File: config.mk
export PLATFORM = sky130hd
export DESIGN_NAME = mesi_isc_bus_monitor_flat
export DESIGN_NICKNAME = d
export VERILOG_FILES = /design/src/rtl/mesi_isc_bus_monitor_if.sv /design/src/rtl/mesi_isc_bus_monitor.sv /design/src/flat_wrapper.sv
export SDC_FILE = /design/constraint.sdc
export NUM_CORES = 1
export LEC_CHECK = 0
export CORE_MARGIN = 4
export CORE_UTILIZATION = 40
export CTS_BUF_LIST = sky130_fd_sc_hd__clkbuf_8
export DETAILED_ROUTE_END_ITERATION = 10
export HOLD_SLACK_MARGIN = 0.08
export PLACE_DENSITY_LB_ADDON = 0.25
export RECOVER_POWER = 25
export SYNTH_ARGS = -nofsm -noshare
export SYNTH_HDL_FRONTEND = slang
export SYNTH_SLANG_ARGS = --single-unit
File: constraint.sdc
create_clock -name clk -period 10.4 [get_ports clk]
set_input_delay 2.08 -clock clk [delete_from_list [all_inputs] [get_ports clk]]
set_output_delay 2.08 -clock clk [all_outputs]
set_load 0.1 [all_outputs]
File: src/rtl/mesi_isc_bus_monitor_if.sv
// Bundle of the mesi_isc main-bus and coherence-bus signals seen by the monitor.
// The master side drives the bus; the slave side only observes it.
interface mesi_isc_bus_monitor_if #(
   parameter int CPU_NUM        = 4,
   parameter int ADDR_WIDTH     = 32,
   parameter int MBUS_CMD_WIDTH = 3,
   parameter int CBUS_CMD_WIDTH = 3
);
   logic [CPU_NUM*MBUS_CMD_WIDTH-1:0] mbus_cmd;
   logic [CPU_NUM*ADDR_WIDTH-1:0]     mbus_addr;
   logic [CPU_NUM-1:0]                mbus_ack;
   logic [CPU_NUM*CBUS_CMD_WIDTH-1:0] cbus_cmd;
   logic [CPU_NUM-1:0]                cbus_ack;

   modport master (output mbus_cmd, mbus_addr, mbus_ack, cbus_cmd, cbus_ack);
   modport slave  (input  mbus_cmd, mbus_addr, mbus_ack, cbus_cmd, cbus_ack);
endinterface

File: src/rtl/mesi_isc_bus_monitor.sv
// Protocol monitor for the MESI intersection controller: per-port request and snoop
// trackers with bounded ack timeouts, sticky error bits, first-error capture and counters.
module mesi_isc_bus_monitor #(
   parameter int CPU_NUM        = 4,
   parameter int CPU_NUM_LOG2   = 2,
   parameter int ADDR_WIDTH     = 32,
   parameter int MBUS_CMD_WIDTH = 3,
   parameter int CBUS_CMD_WIDTH = 3,
   parameter int ACK_TIMEOUT    = 64,
   parameter int TMR_WIDTH      = 8,
   parameter int CNT_WIDTH      = 16
) (
   input  logic                    clk,
   input  logic                    rst,
   mesi_isc_bus_monitor_if.slave   bus,
   input  logic                    err_clr_i,
   output logic                    err_o,
   output logic [7:0]              err_vec_o,
   output logic [CPU_NUM_LOG2-1:0] first_err_port_o,
   output logic [2:0]              first_err_code_o,
   output logic [CNT_WIDTH-1:0]    first_err_cycle_o,
   output logic [CNT_WIDTH-1:0]    done_cnt_o
);
   localparam logic [1:0] ST_IDLE = 2'd0;
   localparam logic [1:0] ST_WAIT = 2'd1;
   localparam logic [1:0] ST_LATE = 2'd2;
   localparam int CW = $clog2(CPU_NUM + 1);
   localparam logic [MBUS_CMD_WIDTH-1:0] MB_NOP = MBUS_CMD_WIDTH'(0);
   localparam logic [MBUS_CMD_WIDTH-1:0] MB_WR  = MBUS_CMD_WIDTH'(1);
   localparam logic [MBUS_CMD_WIDTH-1:0] MB_MAX = MBUS_CMD_WIDTH'(4);
   localparam logic [CBUS_CMD_WIDTH-1:0] CB_NOP = CBUS_CMD_WIDTH'(0);
   localparam logic [CBUS_CMD_WIDTH-1:0] CB_MAX = CBUS_CMD_WIDTH'(4);
   // Timer is cleared in the request's first cycle, so it reads k-1 in cycle t0+k.
   localparam logic [TMR_WIDTH-1:0] TMR_LIM = TMR_WIDTH'(ACK_TIMEOUT - 2);

   logic [MBUS_CMD_WIDTH-1:0] m_cmd_s  [CPU_NUM];
   logic [ADDR_WIDTH-1:0]     m_addr_s [CPU_NUM];
   logic [CBUS_CMD_WIDTH-1:0] s_cmd_s  [CPU_NUM];
   logic [CPU_NUM-1:0]        wr_vec_s;
   logic                      multi_wr_s;

   logic [1:0]                m_st_q   [CPU_NUM];
   logic [1:0]                m_st_d   [CPU_NUM];
   logic [TMR_WIDTH-1:0]      m_tmr_q  [CPU_NUM];
   logic [TMR_WIDTH-1:0]      m_tmr_d  [CPU_NUM];
   logic [MBUS_CMD_WIDTH-1:0] m_cmd_q  [CPU_NUM];
   logic [MBUS_CMD_WIDTH-1:0] m_cmd_d  [CPU_NUM];
   logic [ADDR_WIDTH-1:0]     m_addr_q [CPU_NUM];
   logic [ADDR_WIDTH-1:0]     m_addr_d [CPU_NUM];
   logic [1:0]                s_st_q   [CPU_NUM];
   logic [1:0]                s_st_d   [CPU_NUM];
   logic [TMR_WIDTH-1:0]      s_tmr_q  [CPU_NUM];
   logic [TMR_WIDTH-1:0]      s_tmr_d  [CPU_NUM];
   logic [CPU_NUM-1:0]        ack_prev_q;
   logic [7:0]                new_err_s [CPU_NUM];
   logic [CW-1:0]             comp_n_s;
   logic                      wr_seen_s;

   logic [7:0]                err_vec_q, err_vec_d, err_base_s, all_new_s;
   logic                      err_q, err_d;
   logic [CPU_NUM_LOG2-1:0]   first_port_q, first_port_d, cap_port_s;
   logic [2:0]                first_code_q, first_code_d, cap_code_s;
   logic                      cap_found_s;
   logic [CNT_WIDTH-1:0]      first_cycle_q, first_cycle_d;
   logic [CNT_WIDTH-1:0]      cyc_q, done_q, done_d;
   logic [CNT_WIDTH:0]        done_sum_s;

   for (genvar p = 0; p < CPU_NUM; p++) begin : g_slice
      assign m_cmd_s[p]  = bus.mbus_cmd[p*MBUS_CMD_WIDTH +: MBUS_CMD_WIDTH];
      assign m_addr_s[p] = bus.mbus_addr[p*ADDR_WIDTH +: ADDR_WIDTH];
      assign s_cmd_s[p]  = bus.cbus_cmd[p*CBUS_CMD_WIDTH +: CBUS_CMD_WIDTH];
      assign wr_vec_s[p] = (m_cmd_s[p] == MB_WR);
   end
   // More than one bit set means at least two simultaneous writers.
   assign multi_wr_s = ((wr_vec_s & (wr_vec_s - CPU_NUM'(1))) != '0);

   always_comb begin
      comp_n_s  = '0;
      wr_seen_s = 1'b0;
      for (int p = 0; p < CPU_NUM; p++) begin
         m_st_d[p]   = m_st_q[p];
         m_tmr_d[p]  = m_tmr_q[p];
         m_cmd_d[p]  = m_cmd_q[p];
         m_addr_d[p] = m_addr_q[p];
         s_st_d[p]   = s_st_q[p];
         s_tmr_d[p]  = s_tmr_q[p];
         new_err_s[p]    = 8'd0;
         new_err_s[p][0] = (m_cmd_s[p] > MB_MAX);
         new_err_s[p][1] = (s_cmd_s[p] > CB_MAX);
         new_err_s[p][4] = bus.mbus_ack[p] && ack_prev_q[p];
         new_err_s[p][5] = bus.mbus_ack[p] && (m_cmd_s[p] == MB_NOP);
         new_err_s[p][6] = multi_wr_s && wr_vec_s[p] && !wr_seen_s;
         if (wr_vec_s[p]) begin
            wr_seen_s = 1'b1;
         end else begin
            wr_seen_s = wr_seen_s;
         end

         case (m_st_q[p])
            ST_IDLE: begin
               if ((m_cmd_s[p] != MB_NOP) && (m_cmd_s[p] <= MB_MAX)) begin
                  if (bus.mbus_ack[p]) begin
                     comp_n_s = comp_n_s + CW'(1);
                  end else begin
                     m_st_d[p]   = ST_WAIT;
                     m_tmr_d[p]  = '0;
                     m_cmd_d[p]  = m_cmd_s[p];
                     m_addr_d[p] = m_addr_s[p];
                  end
               end else begin
                  m_st_d[p] = ST_IDLE;
               end
            end
            ST_WAIT, ST_LATE: begin
               if (bus.mbus_ack[p]) begin
                  m_st_d[p] = ST_IDLE;
                  comp_n_s  = comp_n_s + CW'(1);
               end else begin
                  new_err_s[p][2] = (m_cmd_s[p] != m_cmd_q[p]) || (m_addr_s[p] != m_addr_q[p]);
                  if ((m_st_q[p] == ST_WAIT) && (m_tmr_q[p] == TMR_LIM)) begin
                     m_st_d[p]       = ST_LATE;
                     new_err_s[p][3] = 1'b1;
                  end else if (m_st_q[p] == ST_WAIT) begin
                     m_tmr_d[p] = m_tmr_q[p] + TMR_WIDTH'(1);
                  end else begin
                     m_tmr_d[p] = m_tmr_q[p];
                  end
               end
            end
            default: m_st_d[p] = ST_IDLE;
         endcase

         case (s_st_q[p])
            ST_IDLE: begin
               if ((s_cmd_s[p] != CB_NOP) && !bus.cbus_ack[p]) begin
                  s_st_d[p]  = ST_WAIT;
                  s_tmr_d[p] = '0;
               end else begin
                  s_st_d[p] = ST_IDLE;
               end
            end
            ST_WAIT, ST_LATE: begin
               if (bus.cbus_ack[p]) begin
                  s_st_d[p] = ST_IDLE;
               end else if ((s_st_q[p] == ST_WAIT) && (s_tmr_q[p] == TMR_LIM)) begin
                  s_st_d[p]       = ST_LATE;
                  new_err_s[p][7] = 1'b1;
               end else if (s_st_q[p] == ST_WAIT) begin
                  s_tmr_d[p] = s_tmr_q[p] + TMR_WIDTH'(1);
               end else begin
                  s_tmr_d[p] = s_tmr_q[p];
               end
            end
            default: s_st_d[p] = ST_IDLE;
         endcase
      end
   end

   // Sticky error merge and first-error selection: lowest port, then lowest bit.
   always_comb begin
      all_new_s   = 8'd0;
      cap_found_s = 1'b0;
      cap_port_s  = '0;
      cap_code_s  = 3'd0;
      for (int p = 0; p < CPU_NUM; p++) begin
         all_new_s = all_new_s | new_err_s[p];
         for (int b = 0; b < 8; b++) begin
            if (new_err_s[p][b] && !cap_found_s) begin
               cap_found_s = 1'b1;
               cap_port_s  = CPU_NUM_LOG2'(p);
               cap_code_s  = 3'(b);
            end else begin
               cap_found_s = cap_found_s;
            end
         end
      end
      err_base_s = err_clr_i ? 8'd0 : err_vec_q;
      err_vec_d  = err_base_s | all_new_s;
      err_d      = (err_vec_d != 8'd0);
      if ((err_base_s == 8'd0) && cap_found_s) begin
         first_port_d  = cap_port_s;
         first_code_d  = cap_code_s;
         first_cycle_d = cyc_q;
      end else if (err_clr_i) begin
         first_port_d  = '0;
         first_code_d  = 3'd0;
         first_cycle_d = '0;
      end else begin
         first_port_d  = first_port_q;
         first_code_d  = first_code_q;
         first_cycle_d = first_cycle_q;
      end
      done_sum_s = {1'b0, done_q} + (CNT_WIDTH+1)'(comp_n_s);
      if (done_sum_s[CNT_WIDTH]) begin
         done_d = '1;
      end else begin
         done_d = done_sum_s[CNT_WIDTH-1:0];
      end
   end

   always_ff @(posedge clk) begin
      if (rst) begin
         for (int p = 0; p < CPU_NUM; p++) begin
            m_st_q[p]   <= ST_IDLE;
            m_tmr_q[p]  <= '0;
            m_cmd_q[p]  <= '0;
            m_addr_q[p] <= '0;
            s_st_q[p]   <= ST_IDLE;
            s_tmr_q[p]  <= '0;
         end
         ack_prev_q    <= '0;
         err_vec_q     <= 8'd0;
         err_q         <= 1'b0;
         first_port_q  <= '0;
         first_code_q  <= 3'd0;
         first_cycle_q <= '0;
         cyc_q         <= '0;
         done_q        <= '0;
      end else begin
         m_st_q        <= m_st_d;
         m_tmr_q       <= m_tmr_d;
         m_cmd_q       <= m_cmd_d;
         m_addr_q      <= m_addr_d;
         s_st_q        <= s_st_d;
         s_tmr_q       <= s_tmr_d;
         ack_prev_q    <= bus.mbus_ack;
         err_vec_q     <= err_vec_d;
         err_q         <= err_d;
         first_port_q  <= first_port_d;
         first_code_q  <= first_code_d;
         first_cycle_q <= first_cycle_d;
         cyc_q         <= cyc_q + CNT_WIDTH'(1);
         done_q        <= done_d;
      end
   end

   assign err_o             = err_q;
   assign err_vec_o         = err_vec_q;
   assign first_err_port_o  = first_port_q;
   assign first_err_code_o  = first_code_q;
   assign first_err_cycle_o = first_cycle_q;
   assign done_cnt_o        = done_q;
endmodule

File: src/flat_wrapper.sv
// flat-port wrapper written by rule: the top's interface ports become plain ports
module mesi_isc_bus_monitor_flat 
#(
   parameter int CPU_NUM        = 4,
   parameter int CPU_NUM_LOG2   = 2,
   parameter int ADDR_WIDTH     = 32,
   parameter int MBUS_CMD_WIDTH = 3,
   parameter int CBUS_CMD_WIDTH = 3,
   parameter int ACK_TIMEOUT    = 64,
   parameter int TMR_WIDTH      = 8,
   parameter int CNT_WIDTH      = 16
)
  (clk, rst, err_clr_i, err_o, err_vec_o, first_err_port_o, first_err_code_o, first_err_cycle_o, done_cnt_o, bus_mbus_cmd, bus_mbus_addr, bus_mbus_ack, bus_cbus_cmd, bus_cbus_ack);
  mesi_isc_bus_monitor_if #(.CPU_NUM(CPU_NUM), .ADDR_WIDTH(ADDR_WIDTH), .MBUS_CMD_WIDTH(MBUS_CMD_WIDTH), .CBUS_CMD_WIDTH(CBUS_CMD_WIDTH)) bus_i ();
  input  logic clk;
  input  logic rst;
  input  logic err_clr_i;
  output logic err_o;
  output logic [7:0] err_vec_o;
  output logic [CPU_NUM_LOG2-1:0] first_err_port_o;
  output logic [2:0] first_err_code_o;
  output logic [CNT_WIDTH-1:0] first_err_cycle_o;
  output logic [CNT_WIDTH-1:0] done_cnt_o;
  input wire logic [$bits(bus_i.mbus_cmd)-1:0] bus_mbus_cmd;
  input wire logic [$bits(bus_i.mbus_addr)-1:0] bus_mbus_addr;
  input wire logic [$bits(bus_i.mbus_ack)-1:0] bus_mbus_ack;
  input wire logic [$bits(bus_i.cbus_cmd)-1:0] bus_cbus_cmd;
  input wire logic [$bits(bus_i.cbus_ack)-1:0] bus_cbus_ack;
  assign bus_i.mbus_cmd = bus_mbus_cmd;
  assign bus_i.mbus_addr = bus_mbus_addr;
  assign bus_i.mbus_ack = bus_mbus_ack;
  assign bus_i.cbus_cmd = bus_cbus_cmd;
  assign bus_i.cbus_ack = bus_cbus_ack;
  mesi_isc_bus_monitor #(.CPU_NUM(CPU_NUM), .CPU_NUM_LOG2(CPU_NUM_LOG2), .ADDR_WIDTH(ADDR_WIDTH), .MBUS_CMD_WIDTH(MBUS_CMD_WIDTH), .CBUS_CMD_WIDTH(CBUS_CMD_WIDTH), .ACK_TIMEOUT(ACK_TIMEOUT), .TMR_WIDTH(TMR_WIDTH), .CNT_WIDTH(CNT_WIDTH)) u_core (.clk(clk), .rst(rst), .bus(bus_i), .err_clr_i(err_clr_i), .err_o(err_o), .err_vec_o(err_vec_o), .first_err_port_o(first_err_port_o), .first_err_code_o(first_err_code_o), .first_err_cycle_o(first_err_cycle_o), .done_cnt_o(done_cnt_o));
endmodule
# Word level (Yosys, flattened, before mapping)
# Cells that the tools add are included.
[totals] reg_bits=286 in_bits=163 out_inout_bits=46 elab_cells=526
[classes] n_addsub=14 n_lt_le_gt_ge=12 n_eq_ne=84 mux=214 bitwise=9 reduce_logical=161
[ops] operator="two-way mux 8 bit" count=37
[ops] operator="!= test 32 bit" count=4
[ops] operator="case mux 8 bit (2 select lines)" count=8
[ops] operator="two-way mux 3 bit" count=37
[ops] operator="two-way mux 2 bit" count=52
[ops] operator="two-way mux 1 bit" count=65
[ops] operator="adder 8 x 1 -> 8 bit, second input constant" count=8
[ops] operator="equality test 8 x 6 -> 1 bit, second input constant" count=8
[ops] operator="logical AND 1 bit" count=63
[ops] operator="two-way mux 16 bit" count=3
[ops] operator="!= test 2 bit, second input constant" count=20
[ops] operator="logical NOT 1 bit" count=38
[ops] operator="!= test 2 x 1 -> 1 bit, second input constant" count=16
[ops] operator="bitwise OR 8 bit" count=4
[ops] operator="case mux 2 bit (2 select lines)" count=8
[ops] operator="greater-than comparator 3 bit, second input constant" count=8
[ops] operator="!= test 3 x 2 -> 1 bit, second input constant" count=8
[ops] operator="case mux 3 bit (2 select lines)" count=4
[ops] operator="AND reduction 6 bit" count=4
[ops] operator="nonzero test 3 bit" count=8
[ops] operator="AND reduction 5 bit" count=4
[ops] operator="nonzero test 2 bit" count=9
[ops] operator="adder 16 x 3 -> 17 bit" count=1
[ops] operator="adder 16 x 1 -> 16 bit, second input constant" count=1
[ops] operator="other kinds (19)" count=76

# Logic depth before layout (Yosys ltp)
[logic_depth] ltp_word=97 depth_mapped=26 ltp_nobuf=26

# Least setup slack after synthesis
# No wires, ideal clock.
[synth_path] path_kind="in2reg" start="input bus_mbus_cmd[0]" end="register u_core.done_q[10] (netlist: u_core.done_cnt_o[10])" setup_time_ns=0.070 arrival_time_ns=6.770 required_time_ns=10.330 path_slack_ns=3.559 stages=24 path_buffers=1 cell_sequence="or2_2 inv_1 ha_1 a21oi_1 nor3b_1 ha_1 nor2b_1 mux2_2 a222oi_1 inv_1 ha_1 a22oi_1 inv_1 ha_1 inv_1 a221o_1 o21ai_0 fa_1 a21o_1 nand2_1 or2_2 or3_1 clkbuf_1 a21oi_1"
[synth_between] elab_chain_cells=18 word_cells_on_any_way=19 classes_between="add/sub (4); order compare (1); mux (12); reduce/logical (2)"
[synth_rtl] element="from (decl)" line_no="flat_wrapper.sv:24" source="input wire logic [$bits(bus_i.mbus_cmd)-1:0] bus_mbus_cmd;"
[synth_rtl] element="less-or-equal comparator 3 bit / nonzero test 3 bit (equally long branches)" line_no="mesi_isc_bus_monitor.sv:101" source="if ((m_cmd_s[p] != MB_NOP) && (m_cmd_s[p] <= MB_MAX)) begin"
[synth_rtl] element="logical AND 1 bit *" line_no="mesi_isc_bus_monitor.sv:101"
[synth_rtl] element="two-way mux 3 bit *" line_no="mesi_isc_bus_monitor.sv:101"
[synth_rtl] element="case mux 3 bit (2 select lines) *" line_no="mesi_isc_bus_monitor.sv:99" source="case (m_st_q[p])"
[synth_rtl] element="adder 3 x 1 -> 3 bit" line_no="mesi_isc_bus_monitor.sv:103, mesi_isc_bus_monitor.sv:117"
[synth_rtl] element="two-way mux 3 bit" line_no="mesi_isc_bus_monitor.sv:102, mesi_isc_bus_monitor.sv:115"
[synth_rtl] element="two-way mux 3 bit" line_no="mesi_isc_bus_monitor.sv:101"
[synth_rtl] element="case mux 3 bit (2 select lines) *" line_no="mesi_isc_bus_monitor.sv:99"
[synth_rtl] element="(+2 left out)"
[synth_rtl] element="two-way mux 3 bit" line_no="mesi_isc_bus_monitor.sv:101"
[synth_rtl] element="case mux 3 bit (2 select lines) *" line_no="mesi_isc_bus_monitor.sv:99"
[synth_rtl] element="adder 3 x 1 -> 3 bit" line_no="mesi_isc_bus_monitor.sv:103, mesi_isc_bus_monitor.sv:117"
[synth_rtl] element="two-way mux 3 bit" line_no="mesi_isc_bus_monitor.sv:102, mesi_isc_bus_monitor.sv:115"
[synth_rtl] element="two-way mux 3 bit" line_no="mesi_isc_bus_monitor.sv:101"
[synth_rtl] element="case mux 3 bit (2 select lines) *" line_no="mesi_isc_bus_monitor.sv:99"
[synth_rtl] element="adder 16 x 3 -> 17 bit *" line_no="mesi_isc_bus_monitor.sv:193" source="done_sum_s = {1'b0, done_q} + (CNT_WIDTH+1)'(comp_n_s);"
[synth_rtl] element="two-way mux 16 bit *" line_no="mesi_isc_bus_monitor.sv:194" source="if (done_sum_s[CNT_WIDTH]) begin"
[synth_rtl] element="to (signal assigned)" line_no="mesi_isc_bus_monitor.sv:233" source="done_q <= done_d;"
[synth_rtl] element="to (decl)" line_no="mesi_isc_bus_monitor.sv:65" source="logic [CNT_WIDTH-1:0] cyc_q, done_q, done_d;"
# Every way passes the cells marked *; elsewhere a longest branch is shown, timed or not.
# A chain may end at the register's enable or synchronous reset.

# Final worst setup path
[layout_path] start="input bus_mbus_cmd[1]" end="register u_core.done_q[0] (netlist: u_core.done_cnt_o[0])"
# The elaborated chain is that of the path after synthesis.

==> results.tsv <==
stage	metric	value	unit
placed_design	number of placed cells counting well taps	2369	
placed_design	pre-CTS WS	2.27	ns
placed_design	HPWL after detailed placement	26.0	mm
sta	TNS Setup	0	ns
clock_network	cts hold-fix bufs	0	
layout	share of cells above drive strength 1	5.83	%
placed_design	Final Wtd Congestion	0.863	
clock_network	clock-pin slew on the worst setup and hold paths	0.06	ns
die	# IOs	209	
layout	area of the multi-input gates	0.00801	mm^2
routing	DRC violations left	0	
layout	layout filler cell count	3326	
synth	asr flop ratio synth	0	%
clock_network	postcts setup bufs	0	
die	die width	197	um
die	total die area	0.0387	mm^2
sta	Slew HR	-155	%
sta	fin. max-slew vios	237	
global_routing	pin count of the biggest net entering global routing	86	
die	CORE AREA	0.0348	mm^2
routing	DRT met1 WL	16.0	mm
clock_network	clock insertion delay at the later pin of the skew report	0.57	ns
routing	number of vias in the routed layout	12426	
run_status	status	finished with violations	
routing	final WL	36.4	mm
die	row count	68	
sta	Tcrit/Tclk final	73.2	%
sta	Final Setup Violations	0	
sta	Final Hold Fails	0	
synth	Synth Flop Type	dfxtp_1	
sta	fmax	131	MHz
setup_path	Required @ worst endpoint	10.84	ns
clock_network	TritonCTS clock tree	built	
clock_network	Longest Clk Path Bufs	3	
sta	Setup WS post-layout	2.79	ns
routing	post-route ant nets	0	
synth	Mapped Cells	1769	
routing	wire length on met2	17.1	mm
routing	via/cell ratio	5.05	
layout	area grow syn2layout	24.3	%
synth	Area contributors post-synth	dfxtp_1, nand2_1, a21oi_1	
synth	Avg Inst Size Synth	8.05	um^2
synth	Synth top area share	40.2	%
global_routing	vias in the first global route	11966	
run	max cap viols	3	
setup_path	crit-path max FO	13	
synth	Cell Area, Synth	0.0142	mm^2
run_status	failing checks	max-capacitance violations, max-slew violations	
synth	sequential share of the synthesized area	40.2	%
layout	Reg area	0.00573	mm^2
global_routing	total track usage	17.8	%
setup_path	critical setup path kind	primary input to register	
sta	RSZ-0062 raised after global routing	false	
synth	Post-synth EDFFs	0	
worst_hold_path	Worst Hold Class	register to register	
synth	YS warnings	0	
setup_path	Crit. End Element	register	
layout	final cell count without fillers	2461	
die	Initial Util	40.9	%
global_routing	total grt overflow	0	
clock_network	CTS sink cnt	286	
power_and_ir_drop	VDD IR max	126	uV
clock_network	number of CTS-inserted buffers	50	
global_routing	global-route wire length before repair	58.3	mm
synth	Yosys cell types	70	
power_and_ir_drop	Pleak	0.00673	uW
layout	Nets	2192	
setup_path	CP arrival	8.06	ns
routing	WL met3	2.34	mm
layout	ANT cells	0	
routing	max layer used	met4	
power_and_ir_drop	ratio of total power to cell area	151	mW/mm^2
synth	Mapped Nets	1995	
placed_design	number of port buffers	208	
sta	Tmin final	7.61	ns
clock_network	Post-CTS Resized	0	
clock_network	Root Driver	clkbuf_8	
synth	synthesized flop and latch total	286	
die	Die H	197	um
sta	Worst Skew	0.0136	ns
routing	drt pass-1 iters	5	
sta	Slew @ Worst Pin	3.82	ns
routing	initial DRC count	664	
setup_path	crit path launch type	primary input	
routing	post-DR wirelength/cell	14.8	um
global_routing	initial antenna violation count	0	
synth	post-synth top area cell	dfxtp_1	
clock_network	H-tree Lvls	2	
[flip-flops by register name, indices dropped and copies added, names as in the netlist]
signal                    flops
u_core.m_addr_q             128
u_core.m_tmr_q               32
u_core.first_err_code_o       3
u_core.first_err_cycle_o     16
u_core.first_err_port_o       2
u_core.err_vec_o              8
u_core.cyc_q                 16
u_core.m_st_q                 8
u_core.s_tmr_q               32
u_core.m_cmd_q               12
u_core.ack_prev_q             4
u_core.done_cnt_o            16
u_core.s_st_q                 8
u_core.err_o                  1
[stage by stage]
stage	util (%)	hold slack, ns	area [um^2]	power [uW]
global route	50.8	0.481	17700	2810
detailed placement	47.9	0.452	16700	1650
global placement	47.9	0.443	16700	1640
finish	50.8	0.464	17700	2670
CTS	50.9	0.463	17700	2710
floorplan	-	0.426	14200	1490
[layout make-up]
class	instances	area share, %
clock buffers	68	5.29
clock inverters	24	0.580
inverters	64	1.36
multi-input cells	1350	45.2
flip-flops and latches	286	32.4
well taps	455	3.22
repair buffers	214	11.9
[metal layers]
layer,vias to the layer above,global-route usage (%)
met3,57,5.08
met1,5744,22.5
met2,256,29.8
li1,6369,-
met4,0,5.44
met5,-,0
[cell families (layout without fill, tap and decap cells)]
kind of cell	Yosys count	in the layout	synth area share (%)
buffers and inverters	133	370	3.62
muxes	4	4	0.308
xor gates and xnor gates	208	208	12.8
and+or+nand+nor	743	743	24.2
adders and majority gates	63	63	5.59
DFF	286	286	40.2
AOI/OAI and AO/OA	332	332	13.2
[Yosys cell counts (all sizes together) (17+ instances only)]
cell type and n:
clkbuf 60, inv 63, xor2 125, and3 17
dfxtp 286, nor3 17, nand3b 18, ha 62
a21oi 219, o21ai 45, nor2b 18, nor2 130
nor4 27, nand2 368, nand4 50, xnor2 83
nand3 32
[cell usage in the layout, fill, tap and decap left out, drive strengths merged, types with 4 or more instances in the layout]
cell	Yosys	final
buf	9	4
dfxtp	286	286
nor3	17	17
nor2	130	130
inv	63	77
and3	17	17
nand2b	16	16
o21ai	45	45
clkinv	1	11
nand3	32	32
a21o	9	9
and2	6	6
nand3b	18	18
a211oi	8	8
or3	11	11
o31ai	6	6
nand2	368	368
a22oi	6	6
xor2	125	125
nor2b	18	18
clkbuf	60	71
a21oi	219	219
ha	62	62
or2	13	13
a2111oi	5	5
and4	4	4
clkdlybuf4s50	0	207
nor4	27	27
nand4	50	50
nor3b	6	6
xnor2	83	83
[report_power, final]
part           internal, uW  total [uW]  switching, uW
clock network           581        1050            465
registers              1150        1180           35.4
logic                   180         441            261
[worst max-delay path, stage by stage]
cell             delay (ns)
clkdlybuf4s50_1        0.53
or2_2                  0.14
inv_1                  0.04
ha_1                   0.34
a21oi_1                0.09
nor3b_1                0.42
ha_1                   0.32
nor2b_1                0.14
mux2_2                 0.26
a222oi_1               0.44
inv_1                  0.10
ha_1                   0.29
a22oi_1                0.27
inv_1                  0.08
ha_1                   0.28
inv_1                  0.04
a221o_1                0.32
o21ai_0                0.17
fa_1                   0.30
a21o_1                 0.13
nand2_1                0.11
or2_2                  0.34
or3_1                  0.60
a21oi_1                0.22
[final timing paths]
kind,startpoint,cells after the start,to,slack [ns]
max,bus_mbus_cmd[1],24,u_core.done_cnt_o[0]$_SDFF_PP0_,2.79
min,u_core.m_addr_q[108]$_SDFFE_PP0P_,2,u_core.m_addr_q[108]$_SDFFE_PP0P_,0.46
max reg2reg,u_core.m_st_q[6]$_SDFFE_PP0P_,22,u_core.done_cnt_o[0]$_SDFF_PP0_,4.56
min reg2reg,u_core.m_addr_q[108]$_SDFFE_PP0P_,2,u_core.m_addr_q[108]$_SDFFE_PP0P_,0.46
No activity file was read; power rests on OpenSTA's default activity.
